--- src/rtl/sram_row_seq.sv ---
// Sequenced SRAM row selector: accepts a row/burst request and walks each row
// through precharge -> wordline -> recovery with a registered one-hot wordline.
module sram_row_seq #(
  parameter int ADDR_W     = 7,
  parameter int LEN_W      = 4,
  parameter int PRE_CYCLES = 1,
  parameter int WL_CYCLES  = 2,
  parameter int REC_CYCLES = 1
) (
  input  logic                     clk,
  input  logic                     rst_n,
  input  logic                     req_valid,
  output logic                     req_ready,
  input  logic [ADDR_W-1:0]        req_addr,
  input  logic [LEN_W-1:0]         req_len,
  input  logic                     abort,
  output logic                     precharge_en,
  output logic [(2**ADDR_W)-1:0]   wl,
  output logic [ADDR_W-1:0]        wl_row,
  output logic                     row_done,
  output logic                     busy
);

  // state  | meaning
  // S_IDLE | waiting for a request, req_ready high
  // S_PRE  | bitline precharge for the current row
  // S_WL   | wordline of the current row driven high
  // S_REC  | recovery; row completes on the last cycle

  localparam int ROWS  = 2**ADDR_W;
  localparam int MAX_A = (PRE_CYCLES > WL_CYCLES) ? PRE_CYCLES : WL_CYCLES;
  localparam int MAX_C = (MAX_A > REC_CYCLES) ? MAX_A : REC_CYCLES;
  localparam int CNT_W = (MAX_C > 1) ? $clog2(MAX_C) : 1;

  typedef enum logic [1:0] {S_IDLE, S_PRE, S_WL, S_REC} state_t;

  state_t            r_state;
  state_t            w_next_state;
  logic [CNT_W-1:0]  r_phase;
  logic [CNT_W-1:0]  w_phase_load;
  logic              w_phase_tc;
  logic              w_accept;
  logic              w_row_adv;
  logic              r_abort;
  logic [ADDR_W-1:0] r_row;
  logic [LEN_W-1:0]  r_rem;
  logic [ROWS-1:0]   r_wl;

  assign w_phase_tc = (r_phase == '0);
  assign w_accept   = (r_state == S_IDLE) && req_valid;
  assign w_row_adv  = (r_state == S_REC) && (w_next_state == S_PRE);

  always_ff @(posedge clk or negedge rst_n) begin
    if (!rst_n) r_state <= S_IDLE;
    else        r_state <= w_next_state;
  end

  always_comb begin
    w_next_state = r_state;
    unique case (r_state)
      S_IDLE: if (req_valid) w_next_state = S_PRE;
      S_PRE: begin
        if (abort)           w_next_state = S_IDLE;
        else if (w_phase_tc) w_next_state = S_WL;
      end
      S_WL:   if (abort || w_phase_tc) w_next_state = S_REC;
      S_REC: begin
        if (w_phase_tc) begin
          if (r_abort || abort || (r_rem == '0)) w_next_state = S_IDLE;
          else                                   w_next_state = S_PRE;
        end
      end
      default: w_next_state = S_IDLE;
    endcase
  end

  always_comb begin
    req_ready    = (r_state == S_IDLE);
    busy         = (r_state != S_IDLE);
    precharge_en = (r_state == S_PRE);
    // an abort seen on the final recovery cycle still suppresses the pulse
    row_done     = (r_state == S_REC) && w_phase_tc && !r_abort && !abort;
  end

  always_comb begin
    w_phase_load = '0;
    unique case (w_next_state)
      S_PRE:   w_phase_load = CNT_W'(PRE_CYCLES - 1);
      S_WL:    w_phase_load = CNT_W'(WL_CYCLES - 1);
      S_REC:   w_phase_load = CNT_W'(REC_CYCLES - 1);
      default: w_phase_load = '0;
    endcase
  end

  always_ff @(posedge clk or negedge rst_n) begin
    if (!rst_n) begin
      r_phase <= '0;
      r_abort <= 1'b0;
      r_row   <= '0;
      r_rem   <= '0;
      r_wl    <= '0;
    end else begin
      if (w_next_state != r_state) r_phase <= w_phase_load;
      else if (!w_phase_tc)        r_phase <= r_phase - 1'b1;

      if (w_next_state == S_IDLE)         r_abort <= 1'b0;
      else if (abort && r_state != S_IDLE) r_abort <= 1'b1;

      if (w_accept) begin
        r_row <= req_addr;
        r_rem <= req_len;
      end else if (w_row_adv) begin
        r_row <= r_row + 1'b1;
        r_rem <= r_rem - 1'b1;
      end

      // decode ahead of the flop so the wordline pins see only register outputs
      if (w_next_state == S_WL) r_wl <= ROWS'(1) << r_row;
      else                      r_wl <= '0;
    end
  end

  assign wl     = r_wl;
  assign wl_row = r_row;

endmodule
--- config.mk ---
export PLATFORM = sky130hd
export DESIGN_NAME = sram_row_seq
export DESIGN_NICKNAME = d
export VERILOG_FILES = /design/src/rtl/sram_row_seq.sv
export SDC_FILE = /design/constraint.sdc
export NUM_CORES = 1
export LEC_CHECK = 0
export CORE_MARGIN = 2
export CORE_UTILIZATION = 45
export CTS_CLUSTER_SIZE = 8
export DETAILED_ROUTE_END_ITERATION = 10
export GPL_TIMING_DRIVEN = 0
export PLACE_DENSITY = 0.77
export SLEW_MARGIN = 20
export SYNTH_ARGS = -nofsm -noshare
export SYNTH_HDL_FRONTEND = slang
export SYNTH_SLANG_ARGS = --single-unit
--- constraint.sdc ---
create_clock -name clk -period 5 [get_ports clk]
set_clock_uncertainty 0.05 [all_clocks]
set_input_delay 1.25 -clock clk [delete_from_list [all_inputs] [get_ports clk]]
set_output_delay 1.25 -clock clk [all_outputs]
set_load 0.02 [all_outputs]
# == After elaboration in Yosys (flattened, before gate mapping) ==
# Index checks and enable logic that the tools add are counted.
# classes
bitwise_logic,1
n_shift,1
addsub,3
eq_ne,6
n_reduce_logical,17
n_mux,17
# ops
op,count
$mux 128,1
$shl 1x7->128 const A,1
$mux 7,2
$mux 2,5
$mux 4,2
$pmux 2 s4,1
$add 7x1->7 const B,1
$eq 2x2->1 const B,3
$logic_and 1x1->1,6
$mux 1,6
$reduce_bool 2->1,3
$eq 2x1->1 const B,2
$logic_not 2->1,2
$logic_not 4->1,1
$sub 4x1->4 const B,1
$logic_or 1x1->1,3
$logic_not 1->1,2
$ne 2x2->1,1
$not 1->1,1
$sub 1x1->1 const B,1
# totals
output_inout_bits,139
reg_bits,143
elab_cells,51

# == Longest topological paths before layout ==
# depth
word_depth,9
ltp_mapped,6
depth_no_buf,6

# == Worst setup path after synthesis ==
# No wires, ideal clock.
# synth_path
path_type,input-to-output
start,in abort
end,out row_done
arrival_ns,1.910
slack_ns,1.790
n_path_buf,1
cell_stages,3
t_required_ns,3.700
cell_sequence,or2_1 > buf_6 > nor2_1
# synth_via
elab_chain_cells,2
# synth_lines
element,line_no,rtl
start: declaration,16,"input logic abort,"
$logic_not 1->1,82,row_done = (r_state == S_REC) && w_phase_tc && !r_abort && !abort;
$logic_and 1x1->1,82,
end: declaration,20,"output logic row_done,"
# Every way passes these cells.

# == Worst setup path after layout ==
# Same ends and word-level chain as after synthesis.

==> impl_summary.log <==
[metrics] proportion of netlist area held by the largest area contributor: 68.9%
[metrics] number of max-cap violations: 0
[metrics] total met3 wirelength after detailed routing: 692 microns
[metrics] sort of element at the start of the critical path: input port
[metrics] Root Buffer: sky130_fd_sc_hd__clkbuf_16
[metrics] Total Neg Setup Slack: 0 ns
[metrics] sequential share of power: 38.8%
[metrics] Critical Path End Type: primary output
[metrics] data required time at the worst endpoint: 3.70 ns
[metrics] clock tree buffer depth: 2
[metrics] Power Internal: 2250 uW
[metrics] RSZ-0062 raised after global routing: false
[metrics] cell depth of the worst min-delay path: 2
[metrics] final-report max-slew violation count: 0
[metrics] DRC violations left: 0
[metrics] # resized after CTS: 0
[metrics] fin crit share: 86.5%
[metrics] routed wirelength normalized by instance count: 16.6 microns
[metrics] number of global-route vias before repair: 3899
[metrics] timing-limited maximum frequency: 231 MHz
[metrics] maximum fanout along the worst path: 10
[metrics] worst r2r src: r_phase$_DFF_PN0_
[metrics] number of failing hold endpoints at the final stage: 0
[metrics] synth cell count leaders: 143 x sky130_fd_sc_hd__dfrtp_1, 124 x sky130_fd_sc_hd__nor2_1, 20 x sky130_fd_sc_hd__nor2_4
[metrics] post-detailed-route count of antenna-violating nets: 0
[metrics] Hold Path End: r_rem[0]$_DFFE_PN0P_
[metrics] critical path data arrival time: 3.02 ns
[metrics] switching power total: 1090 uW
[metrics] switching part of the total: 32.5%
[metrics] final weighted congestion in routability-driven placement: 0.796
[metrics] Post-CTS Repair Setup Buffers: 0
[metrics] clock-pin slew on the worst setup and hold paths: 0.06 ns
[metrics] number of top-level pins: 154
[metrics] pre-CTS setup slack: 0.701 ns
[metrics] beginning of the worst hold path: r_rem[0]$_DFFE_PN0P_
[metrics] Setup Viol. Count Final: 0
[metrics] number of enable-type register cells in the synthesized netlist: 0
[metrics] Iter 0 DRT Violations: 142
[metrics] post-synth cell types: 37
[metrics] clock latency reported for the late side of the worst-skew pair: 0.42 ns
[metrics] final setup margin: 0.676 ns
[metrics] Synth area leader: sky130_fd_sc_hd__dfrtp_1
[metrics] die boundary width: 111 microns
[metrics] sequential fraction of the synthesis area: 68.9%
[metrics] number of rows in the core area: 39
[metrics] total of flip-flops plus latches after synthesis: 143
[metrics] top area cells in the synthesized netlist: sky130_fd_sc_hd__dfrtp_1 69%, sky130_fd_sc_hd__nor2_1 9.0%, sky130_fd_sc_hd__nor2_4 4.3%
[metrics] destination of the worst register-to-register timing path: wl[119]$_DFF_PN0_
[metrics] run status: finished clean
[metrics] pin count of the biggest net entering global routing: 85
[metrics] slowest cell on the critical path: sky130_fd_sc_hd__clkdlybuf4s50_1
[metrics] DRT met1 WL: 5050 microns
[metrics] Static Leakage: 0.00318 uW
[metrics] Buffers & Inverters on Critical Path: 3
[metrics] Detailed Place HPWL: 8790 microns
[metrics] dominant cell by count in the synthesized netlist: sky130_fd_sc_hd__dfrtp_1
[metrics] class of the worst hold path: reg -> reg
[metrics] worst-case headroom to the max-slew limit: 60.0%
[metrics] peak supply drop: 0.000333 V
[metrics] floorplan core area: 11300 sq um
[metrics] clock tree from TritonCTS: done
[metrics] detailed-route via count: 3690
[metrics] Crit path top cell by count: sky130_fd_sc_hd__clkdlybuf4s50_1
[metrics] fraction of final layout cells sized beyond drive strength 1: 12.4%
[metrics] dominant delay contributor by cell family on the critical path: buffers and inverters
[metrics] final non-filler cell area: 7510 sq um
[metrics] part of the total power dissipated in combinational logic: 25.1%
[metrics] count of antenna diodes in the layout: 0
[metrics] count of nets after finishing: 620
[metrics] CTS H-tree depth: 4
[metrics] total global routing overflow: 0
[metrics] fill cell count: 870
[metrics] reg-to-reg setup timing slack: 3.00 ns
[metrics] Slew @ Worst Pin: 0.597 ns
[metrics] Overall Global Routing Usage: 21.4%
[metrics] hold-fix buffers at CTS: 0
[metrics] critical path's largest stage delay: 0.63 ns
[metrics] synthesized area per cell: 12.2 sq um
[metrics] Port Buffers: 153
[metrics] TritonCTS Buffers: 17
[metrics] Netlist Area Pre-Place: 5190 sq um
[metrics] height of the die: 111 microns
[metrics] Post-synth top flop: sky130_fd_sc_hd__dfrtp_1
[metrics] Synthesized Nets: 447
[metrics] number of instances in the synthesized netlist: 425
[metrics] floorplan die area: 12400 sq um
[metrics] Cell Chain, Critical Path: clkdlybuf4s50_1 -> or2_1 -> buf_6 -> nor2_1 -> clkdlybuf4s50_1
[metrics] number of iterations in the first detailed-routing pass: 5
[metrics] antenna violations before repair: 0
[metrics] detailed-route wire length: 12500 microns
[metrics] reg2reg path depth: 5
[metrics] Post-Place Cell Area: 6930 sq um
[metrics] layout overhead on the synthesized area: 44.7%
[metrics] global-route wire length before repair: 20400 microns
[metrics] YS warnings: 0
[metrics] Met2 Routed Length: 6400 microns
[metrics] WHS: 0.551 ns
[metrics] highest routed metal layer: met4
[metrics] classification of the worst setup path: in -> out
[metrics] share of synthesized flip-flops with an asynchronous set or reset: 100%
[metrics] Power Dens Cells: 445 nW/um^2
[metrics] initial standard-cell utilization of the core: 45.8%
[metrics] Num Clock Sinks: 143
[metrics] minimum period implied by the final worst setup slack: 4.32 ns
[metrics] Clk network pwr share: 36.0%
[metrics] post-DR vias/cell: 4.89
-- final cells by class --
type                    count  area [sq um]  area share (%)
flip-flops and latches    143          3580            47.7
repair buffers            154          1560            20.8
multi-input cells         253          1430            19.1
clock buffers              21           470            6.27
well taps                 143           179            2.38
plain buffers              21           149            1.98
clock inverters            11           105            1.40
inverters                   8          30.0           0.400
-- worst min-delay path: stages (launching register included) --
cell	delay, ns
sky130_fd_sc_hd__dfrtp_1	0.37
sky130_fd_sc_hd__xnor2_1	0.12
sky130_fd_sc_hd__a21oi_1	0.06
-- state kept, by name, summed over array words and instances, names as in the netlist --
| name | cells |
|---|---|
| r_rem | 4 |
| r_abort | 1 |
| wl_row | 7 |
| r_phase | 1 |
| r_state | 2 |
| wl | 128 |
-- layer usage --
layer  vias to the layer above  track usage [%]
li1                       1696                -
met1                      1837             25.8
met2                       130             36.2
met3                        27             6.70
met4                         0             8.40
met5                         -                0
-- power groups by stage --
stage               Combinational, uW  Clock [uW]  Sequential [uW]
CTS                               843        1220             1300
global placement                  815           0             1310
detailed placement                837           0             1320
floorplan                         489           0             1350
finish                            839        1200             1300
global route                      919        1270             1310
-- stage by stage --
stage	utilization [%]	std cells	power (uW)
after CTS	66.3	754	3360
after global routing	66.3	754	3500
after global placement	61.0	721	2130
final	66.3	754	3340
after floorplan	-	425	1830
after detailed placement	61.2	722	2150
-- layout by cell type, fill, tap and decap left out, types with 3 or more instances in the layout --
cell type / count
sky130_fd_sc_hd__clkinvlp_4: 4
sky130_fd_sc_hd__ha_1: 7
sky130_fd_sc_hd__xnor2_1: 8
sky130_fd_sc_hd__o21ai_0: 3
sky130_fd_sc_hd__nand2b_1: 3
sky130_fd_sc_hd__nand3b_1: 5
sky130_fd_sc_hd__clkbuf_16: 17
sky130_fd_sc_hd__clkdlybuf4s50_1: 152
sky130_fd_sc_hd__buf_2: 6
sky130_fd_sc_hd__nor2_1: 124
sky130_fd_sc_hd__clkbuf_1: 9
sky130_fd_sc_hd__buf_6: 4
sky130_fd_sc_hd__clkbuf_8: 3
sky130_fd_sc_hd__dfrtp_1: 143
sky130_fd_sc_hd__nor2_4: 20
sky130_fd_sc_hd__nand2_1: 18
sky130_fd_sc_hd__a21oi_1: 11
sky130_fd_sc_hd__nor4_1: 6
sky130_fd_sc_hd__nor2b_1: 7
sky130_fd_sc_hd__nand3_1: 18
sky130_fd_sc_hd__inv_1: 8
sky130_fd_sc_hd__mux2i_1: 3
-- worst max-delay path by stage --
stage          slack [ns]  startpoint  cells past startpoint           endpoint
6_report             0.68       abort                      5           row_done
5_1_grt              0.63       abort                      5           row_done
4_1_cts              0.69       abort                      5           row_done
3_5_place_dp         0.70       abort                      5           row_done
3_3_place_gp        -2.42       rst_n                      1  wl[113]$_DFF_PN0_
2_1_floorplan        1.79       abort                      3           row_done
-- logic make-up after synthesis --
kind of cell,share of synthesized area [%]
mux,1.01
buf+inv,3.45
fa+ha+maj,1.69
flops,68.9
compound gates,2.36
simple gates,21.2
xor+xnor,1.35
Note: power is estimated with default switching activity, not from simulation.
